--- src/rtl/sgd_update_pkg.sv ---
// Shared types and constants for the SGD parameter-update engine.
// Optional gradient clipping is enabled by defining SGD_GRAD_CLIP_EN.
package sgd_update_pkg;

  localparam int DATA_W = 32;
  localparam int FRAC_W = 16;

  typedef logic signed [DATA_W-1:0] fxp_t;

  typedef enum logic [2:0] {
    IDLE,
    RD_W,
    RD_G,
    CALC,
    WR,
    DONE
  } state_t;

  localparam fxp_t FXP_MAX = {1'b0, {(DATA_W-1){1'b1}}};
  localparam fxp_t FXP_MIN = {1'b1, {(DATA_W-1){1'b0}}};

  typedef logic signed [2*DATA_W:0] wide_t;

  localparam wide_t WIDE_MAX = {{(DATA_W+2){1'b0}}, {(DATA_W-1){1'b1}}};
  localparam wide_t WIDE_MIN = {{(DATA_W+2){1'b1}}, {(DATA_W-1){1'b0}}};

  function automatic fxp_t sat(input wide_t v);
    if (v > WIDE_MAX) return FXP_MAX;
    if (v < WIDE_MIN) return FXP_MIN;
    return v[DATA_W-1:0];
  endfunction

endpackage

--- src/rtl/sgd_update_engine_mac.sv ---
// Combinational update w - (lr*g)>>>FRAC_W with saturation.
// Gradient clipping to +/-clip_val is compiled in with SGD_GRAD_CLIP_EN.
module sgd_fxp_mac
  import sgd_update_pkg::*;
#(
  parameter int DATA_W = 32,
  parameter int FRAC_W = 16
) (
  input  logic [DATA_W-1:0] w,
  input  logic [DATA_W-1:0] g,
  input  logic [DATA_W-1:0] lr,
  input  logic [DATA_W-1:0] clip_val,
  output logic [DATA_W-1:0] r,
  output logic              sat
);

  localparam int PW = 2*DATA_W;
  localparam int RW = 2*DATA_W+1;

  localparam logic signed [RW-1:0] R_MAX =
    {{(RW-DATA_W+1){1'b0}}, {(DATA_W-1){1'b1}}};
  localparam logic signed [RW-1:0] R_MIN =
    {{(RW-DATA_W+1){1'b1}}, {(DATA_W-1){1'b0}}};

  logic signed [DATA_W-1:0] gc;
  logic signed [PW-1:0]     p;
  logic signed [PW-1:0]     ps;
  logic signed [RW-1:0]     rf;

`ifdef SGD_GRAD_CLIP_EN
  // One extra bit keeps clip_val non-negative and -clip_val representable
  logic signed [DATA_W:0] g_x;
  logic signed [DATA_W:0] c_x;
  logic signed [DATA_W:0] c_n;

  always_comb begin
    g_x = {g[DATA_W-1], g};
    c_x = {1'b0, clip_val};
    c_n = -c_x;
    gc  = g;
    if (g_x > c_x) begin
      gc = clip_val;
    end else if (g_x < c_n) begin
      gc = c_n[DATA_W-1:0];
    end
  end
`else
  logic unused_clip;

  assign unused_clip = ^clip_val;
  assign gc = g;
`endif

  always_comb begin
    p   = $signed(lr) * gc;
    ps  = p >>> FRAC_W;
    rf  = {{(RW-DATA_W){w[DATA_W-1]}}, w}
        - {ps[PW-1], ps};
    r   = rf[DATA_W-1:0];
    sat = 1'b0;
    if (rf > R_MAX) begin
      r   = {1'b0, {(DATA_W-1){1'b1}}};
      sat = 1'b1;
    end else if (rf < R_MIN) begin
      r   = {1'b1, {(DATA_W-1){1'b0}}};
      sat = 1'b1;
    end
  end

endmodule

--- src/rtl/sgd_update_engine.sv ---
// SGD update engine: W[i] <= W[i] - lr*G[i] over memory regions.
// Gradient clipping is enabled by defining SGD_GRAD_CLIP_EN.
module sgd_update_engine
  import sgd_update_pkg::*;
#(
  parameter int DATA_W = 32,
  parameter int FRAC_W = 16,
  parameter int ADDR_W = 32,
  parameter int CNT_W  = 16
) (
  input  logic              clk,
  input  logic              rst_l,
  input  logic              go,
  input  logic [ADDR_W-1:0] w_base,
  input  logic [ADDR_W-1:0] g_base,
  input  logic [CNT_W-1:0]  count,
  input  logic [DATA_W-1:0] lr,
  input  logic [DATA_W-1:0] clip_val,
  output logic              busy,
  output logic              done,
  output logic              sat_seen,
  output logic              mem_req,
  output logic              mem_we,
  output logic [ADDR_W-1:0] mem_addr,
  output logic [DATA_W-1:0] mem_wdata,
  input  logic              mem_ack,
  input  logic [DATA_W-1:0] mem_rdata
);

  state_t state;
  state_t state_nx;

  logic [CNT_W-1:0]  idx;
  logic [CNT_W-1:0]  cnt;
  logic [ADDR_W-1:0] w_base_q;
  logic [ADDR_W-1:0] g_base_q;
  logic [DATA_W-1:0] lr_q;
  logic [DATA_W-1:0] w_q;
  logic [DATA_W-1:0] g_q;
  logic [DATA_W-1:0] r;
  logic              sat;
  logic              last;

  // idx stops at cnt-1, so it never wraps even for the largest count
  assign last = (idx == cnt - CNT_W'(1));

  sgd_fxp_mac #(
    .DATA_W (DATA_W),
    .FRAC_W (FRAC_W)
  ) u_mac (
    .w        (w_q),
    .g        (g_q),
    .lr       (lr_q),
    .clip_val (clip_val),
    .r        (r),
    .sat      (sat)
  );

  always_ff @(posedge clk or negedge rst_l) begin
    if (!rst_l) begin
      state <= IDLE;
    end else begin
      state <= state_nx;
    end
  end

  always_comb begin
    state_nx = state;
    busy     = 1'b0;
    done     = 1'b0;
    mem_req  = 1'b0;
    mem_we   = 1'b0;
    unique case (state)
      IDLE: begin
        if (go) begin
          state_nx = (count == '0) ? DONE : RD_W;
        end
      end
      RD_W: begin
        busy    = 1'b1;
        mem_req = 1'b1;
        if (mem_ack) state_nx = RD_G;
      end
      RD_G: begin
        busy    = 1'b1;
        mem_req = 1'b1;
        if (mem_ack) state_nx = CALC;
      end
      CALC: begin
        busy     = 1'b1;
        state_nx = WR;
      end
      WR: begin
        busy    = 1'b1;
        mem_req = 1'b1;
        mem_we  = 1'b1;
        if (mem_ack) state_nx = last ? DONE : RD_W;
      end
      DONE: begin
        done = 1'b1;
        if (!go) state_nx = IDLE;
      end
      default: state_nx = IDLE;
    endcase
  end

  always_comb begin
    mem_addr = '0;
    unique case (1'b1)
      (state == RD_G):
        mem_addr = g_base_q + ADDR_W'(idx);
      (state == RD_W) || (state == WR):
        mem_addr = w_base_q + ADDR_W'(idx);
      default: ;
    endcase
  end

  always_ff @(posedge clk or negedge rst_l) begin
    if (!rst_l) begin
      idx       <= '0;
      cnt       <= '0;
      w_base_q  <= '0;
      g_base_q  <= '0;
      lr_q      <= '0;
      w_q       <= '0;
      g_q       <= '0;
      mem_wdata <= '0;
      sat_seen  <= 1'b0;
    end else begin
      unique case (state)
        IDLE: begin
          if (go) begin
            w_base_q <= w_base;
            g_base_q <= g_base;
            cnt      <= count;
            lr_q     <= lr;
            idx      <= '0;
            sat_seen <= 1'b0;
          end
        end
        RD_W: if (mem_ack) w_q <= mem_rdata;
        RD_G: if (mem_ack) g_q <= mem_rdata;
        CALC: begin
          mem_wdata <= r;
          if (sat) sat_seen <= 1'b1;
        end
        WR: begin
          if (mem_ack && !last) idx <= idx + CNT_W'(1);
        end
        default: ;
      endcase
    end
  end

endmodule

--- config.mk ---
export PLATFORM = sky130hd
export DESIGN_NAME = sgd_update_engine
export DESIGN_NICKNAME = d
export VERILOG_FILES = /design/src/rtl/sgd_update_pkg.sv /design/src/rtl/sgd_update_engine_mac.sv /design/src/rtl/sgd_update_engine.sv
export SDC_FILE = /design/constraint.sdc
export NUM_CORES = 2
export LEC_CHECK = 0
export CORE_AREA = 2 2 305 307
export DETAILED_ROUTE_END_ITERATION = 10
export DIE_AREA = 0 0 307 309
export MAX_ROUTING_LAYER = met4
export PLACE_DENSITY = 0.7
export SLEW_MARGIN = 10
export SYNTH_ARGS = -nofsm -noshare
export SYNTH_HDL_FRONTEND = slang
export SYNTH_SLANG_ARGS = --single-unit
--- constraint.sdc ---
create_clock -name clk -period 26.2 [get_ports clk]
set_input_delay 7.86 -clock clk [delete_from_list [all_inputs] [get_ports clk]]
set_output_delay 7.86 -clock clk [all_outputs]
set_load 0.05 [all_outputs]
After elaboration in Yosys (flattened, before gate mapping)
Index checks and enable logic that the tools add are counted.
{"block": "op_classes", "add_sub_neg": 5, "multipliers": 1, "div_mod_pow": 0, "magnitude_cmp": 2, "eq_ne": 13, "n_shift": 0, "mux": 23, "n_bitwise": 0, "n_reduce_logical": 15}
{"operator": "$gt A65 B32 Y1 const B", "count": 1}
{"operator": "$lt A65 B32 Y1 const B", "count": 1}
{"operator": "$add A32 B16 Y32", "count": 2}
{"operator": "$mul A32 B32 Y64", "count": 1}
{"operator": "$mux W32", "count": 2}
{"operator": "$pmux W32 S2", "count": 1}
{"operator": "$sub A32 B48 Y49", "count": 1}
{"operator": "$mux W16", "count": 2}
{"operator": "$pmux W16 S2", "count": 1}
{"operator": "$mux W3", "count": 7}
{"operator": "$pmux W3 S6", "count": 1}
{"operator": "$add A16 B1 Y16 const B", "count": 1}
{"operator": "$eq A16 B16 Y1", "count": 1}
{"operator": "$logic_not A16 Y1", "count": 1}
{"operator": "$sub A16 B1 Y16 const B", "count": 1}
{"operator": "$ne A2 B2 Y1 const B", "count": 6}
{"operator": "$mux W1", "count": 8}
{"operator": "$eq A3 B2 Y1 const B", "count": 2}
{"operator": "$eq A3 B3 Y1 const B", "count": 2}
{"operator": "$reduce_and A2 Y1", "count": 3}
{"operator": "$reduce_and A3 Y1", "count": 2}
{"operator": "$reduce_and A5 Y1", "count": 1}
{"operator": "$reduce_bool A2 Y1", "count": 2}
{"operator": "$reduce_or A4 Y1", "count": 1}
{"operator": "other kinds (8)", "count": 8}
{"block": "totals", "register_bits": 228, "latchBits": 0, "mem_bits_rw": 0, "mem_bits_ro": 0, "input_bits": 180, "wordCells": 69, "mem_count": 0}

Depth between registers and ports, before layout
{"block": "logic_depth", "ltp_word": 7, "ltp_mapped": 44, "ltp_nobuf": 41}

Cells and area by module
Synthesis repeated with hierarchy kept, for this count alone.
{"block": "hier_totals", "cells_unflattened": 5496, "hier_area_um2": 50623.6}
{"module": "sgd_fxp_mac", "n_inst": 1, "cells_per_inst": 4319, "area_per_inst_um2": 39192.6, "seq_area_each_um2": 0.0}
{"module": "sgd_update_engine", "n_inst": 1, "cells_per_inst": 1177, "area_per_inst_um2": 11431.0, "seq_area_each_um2": 5705.5}

Worst setup path after synthesis
No wires, ideal clock.
{"block": "synth_path", "kind": "register to output", "from": "register state[1]", "to": "output mem_addr[22]", "arrival_ps": 5384, "required_ps": 18340, "path_slack_ps": 12956, "path_stages_with_launch": 22, "n_path_buf": 4, "cell_sequence": "dfrtp_1 -> clkbuf_1 -> nand2b_1 -> clkbuf_1 -> buf_1 -> clkbuf_1 -> nand2_1 -> nand2_1 -> ha_1 -> inv_1 -> fa_1 -> nor2b_1 -> o21ai_0 -> a21oi_1 -> o21ai_0 -> nand3b_1 -> a21oi_1 -> o41a_1 -> nor4_1 -> nand3_1 -> xor2_1 -> o22ai_1"}
{"block": "synth_via", "elab_chain_len": 3, "elab_cells_between_ends": 5, "cone_classes": "3 x eq/ne; 1 x mux; 1 x reduce/logical"}
{"element": "start, declared", "line_no": "sgd_update_engine.sv:30", "source": "state_t state;"}
{"element": "start signal, assigned", "line_no": "sgd_update_engine.sv:63", "source": "state <= state_nx;"}
{"element": "$eq A3 B1 Y1 / $eq A3 B3 Y1 (equally long branches)", "line_no": "sgd_update_engine.sv:112", "source": "(state == RD_W) || (state == WR):"}
{"element": "$logic_or A1 B1 Y1", "line_no": "sgd_update_engine.sv:112"}
{"element": "$pmux W32 S2 (*)", "line_no": "sgd_update_engine.sv:109", "source": "unique case (1'b1)"}
{"element": "end, declared", "line_no": "sgd_update_engine.sv:24", "source": "output logic [ADDR_W-1:0] mem_addr,"}
Every way passes the cells marked *; elsewhere a longest branch is shown, timed or not.

Final worst setup path
{"block": "layout_path", "from": "register state[0]", "to": "output mem_addr[24]"}
Same word-level chain as after synthesis.

==> impl_metrics.json <==
{
  "cts_root_buffer": "clkbuf_16",
  "finalWirelength_um": 130000,
  "fin_crit_ns": 13.83,
  "fin_nets": 6828,
  "core_um2": 91400,
  "synth_nets": 6790,
  "antenna_left": 0,
  "hold_viol": 0,
  "hold_path_class": "reg2reg",
  "numPortBuffers": 216,
  "fmax_ghz": 0.0723,
  "grt_pass1_wl_um": 214000,
  "cts-htree-levels": 1,
  "numCtsBuffers": 29,
  "crit_path_end_kind": "primary output",
  "slowest_delay_ns": 0.87,
  "dpl.hpwl_um": 104000,
  "synth-main-ff-cell": "dfrtp_1",
  "crit_buf_inv": 3,
  "rsz0062_at_grt": "no",
  "cp.arrival_ns": 5.97,
  "netlist_area_um2": 50100,
  "synth_top_area_cell": "fa_1",
  "first_pass_iters": 6,
  "synth_top_family_by_area": "adder cells",
  "clkTransAtPathRegs_ns": 0.06,
  "synth.area.top_cells": "fa_1 43%, dfrtp_1 11%, inv_1 8.0%",
  "via_per_inst": 5.57,
  "grt_pass1_vias": 38850,
  "synth_area_per_cell_um2": 9.49,
  "fin_skew_ns": 0.0279,
  "postCtsHoldBufs": 0,
  "finalCritPeriodShare": 0.528,
  "placementRows": 111,
  "critPathLaunchType": "flop",
  "multi_input_area_um2": 39400,
  "cp_top_family": "simple AND/OR/NAND/NOR gates",
  "die_h_um": 309,
  "clock-sinks": 228,
  "yosysWarnings": 0,
  "cts_buffer_depth": 3,
  "drc_errors": 0,
  "fillers": 7881,
  "placed_cell_area_um2": 53300,
  "vias": 36382,
  "cp_max_fo": 26,
  "final_layout_size_suffix_gt1_frac": 0.0596,
  "cts_tree": "yes",
  "antenna_found_initial": 21,
  "path_cells": "xor2_1 -> nor2b_2 -> buf_4 -> nand2_1 -> nand2_1 -> ha_1 -> inv_1 -> fa_1 -> nor2b_1 -> o21ai_0 -> a21oi_1 -> o21ai_0 -> nand3b_1 -> a21oi_1 -> o41a_1 -> or3_1 -> nor3_1 -> a211oi_1 -> nor3_1 -> clkdlybuf4s50_1",
  "synthArstFlopShare": 1.00,
  "outcome": "completed",
  "final_cell_mix": "1083 x fa_1, 1065 x inv_1, 604 x nand2_1",
  "cts_setup_buffers": 0,
  "cp_slowest_cell": "clkdlybuf4s50_1",
  "max-slew-margin-rel": 0.236,
  "fin_util": 0.594,
  "dieArea_um2": 94900,
  "clk_latency_ns": 0.62,
  "io_pins": 249,
  "ff_latch_area_um2": 5710,
  "synthXorXnorAreaFrac": 0.0288,
  "postLayoutCellArea_um2": 54200,
  "drt_iter0_markers": 2433,
  "fp.dieW_um": 307,
  "synth_top_area_share": 0.432,
  "cts.repair.resized": 0,
  "grt_max_degree": 105,
  "ys_seq_area_frac": 0.114,
  "ff2ff_setup_slack_ns": 12.81,
  "synthAdderAreaFrac": 0.494,
  "tns_ns": 0,
  "syn_inst": 5281,
  "setup_violations": 0,
  "synth_mux_area_frac": 0.0410,
  "required_ns": 18.34,
  "gp_congestion": 0.951,
  "overflow": 0,
  "hold_slack_ns": 0.483,
  "maxCapViolCount": 0,
  "synth_edf_count": 0,
  "drv_slew": 0,
  "final_common_cell": "fa_1",
  "crit_type": "reg2out",
  "area_growth_syn_to_layout_pct": 8.17,
  "synth-simple-area-share": 0.160,
  "synthDistinctLibCells": 79,
  "start_util": 0.549,
  "synth-seq-cells": 228,
  "synth_compound_area_frac": 0.0610,
  "wire_per_inst_um": 19.9,
  "worst_pin_slew_ns": 1.14,
  "grt_use_total": 0.299
}
==> kinds of logic (layout without fill, tap and decap cells) <==
logic type,after synthesis,count (layout)
adders and majority gates,1329,1329
buffers and inverters,1349,1403
muxes,184,184
other,0,11
and+or+nand+nor,1568,1568
AOI/OAI and AO/OA,458,458
DFF,228,228
xor gates and xnor gates,165,165
==> worst reg2reg max path, delay by kind of cell, from the launching register on <==
family	cells	cell delay [ns]
XOR/XNOR	1	0.18
AO/OA/AOI/OAI	16	4.63
AND/OR/NAND/NOR	5	1.80
buffers and inverters	7	0.73
adder cells (fa/ha/maj)	10	4.65
multiplexers	1	0.41
flip-flops	1	0.82
==> final cells by class <==
class                      count  area share
clock buffer                  35      0.0145
antenna                       11    0.000507
sequential                   228       0.105
tap                         1186      0.0274
timing repair buffer         291      0.0503
inverter                    1065      0.0737
multi-input combinational   3704       0.726
clock inverter                12     0.00277
==> through the flow <==
stage / setup slack [ns] / instances
2_1_floorplan: 12.96 / 5281
3_3_place_gp: 12.98 / 6474
3_5_place_dp: 12.90 / 6474
4_1_cts: 12.37 / 6521
5_1_grt: 11.89 / 6532
6_report: 12.37 / 6532
==> worst paths after layout <==
kind / start / endpoint / depth (start not counted)
worst max register to register: g_q[3]$_DFFE_PN0P_ / mem_wdata[5]$_DFFE_PN0P_ / 40
max in group asynchronous: rst_l / g_q[23]$_DFFE_PN0P_ / 2
min in group asynchronous: rst_l / g_base_q[13]$_DFFE_PN0P_ / 1
worst min register to register: mem_wdata[0]$_DFFE_PN0P_ / mem_wdata[0]$_DFFE_PN0P_ / 2
worst max-delay path: state[0]$_DFFE_PN0P_ / mem_addr[24] / 20
worst min-delay path: mem_wdata[0]$_DFFE_PN0P_ / mem_wdata[0]$_DFFE_PN0P_ / 2
==> Yosys cell counts (8+ instances only) <==
cell type     n
a221o_1      10
nand2_1     604
ha_1        246
buf_2        19
nand3_1      54
xor2_1       79
a211oi_1     11
o211ai_1     16
o21ai_0      82
nand3b_1     10
mux2_2      171
nor3_1       31
o22ai_1      17
a21oi_1     124
and4_1       10
nand2b_1     25
nand4_1      41
a221oi_1      8
a21o_1       53
and2_1      581
a31oi_1      15
xnor2_1      86
o31ai_1       9
clkbuf_1    255
or3_1        15
inv_1      1065
fa_1       1083
o21bai_1     16
o21a_1       19
o311ai_1     18
nor2b_1      15
dfrtp_1     228
and3_1       16
mux2i_1      13
nor2_1      122
nor4_1       16
==> flip-flops by register name, indices dropped and copies added (netlist names) <==
signal,flops
cnt,16
g_base_q,32
g_q,32
idx,16
lr_q,32
mem_wdata,32
sat_seen,1
state,3
w_base_q,32
w_q,32
==> routing by layer <==
layer  GRT usage  part of all wire
met1       0.404              0.42
met2       0.465              0.47
met3      0.0576             0.084
met4      0.0786             0.026
met5           -                 0
Power is left out: the tool's default activity adds up to more than one toggle a clock period on the data nets, which glitch-free logic cannot reach.
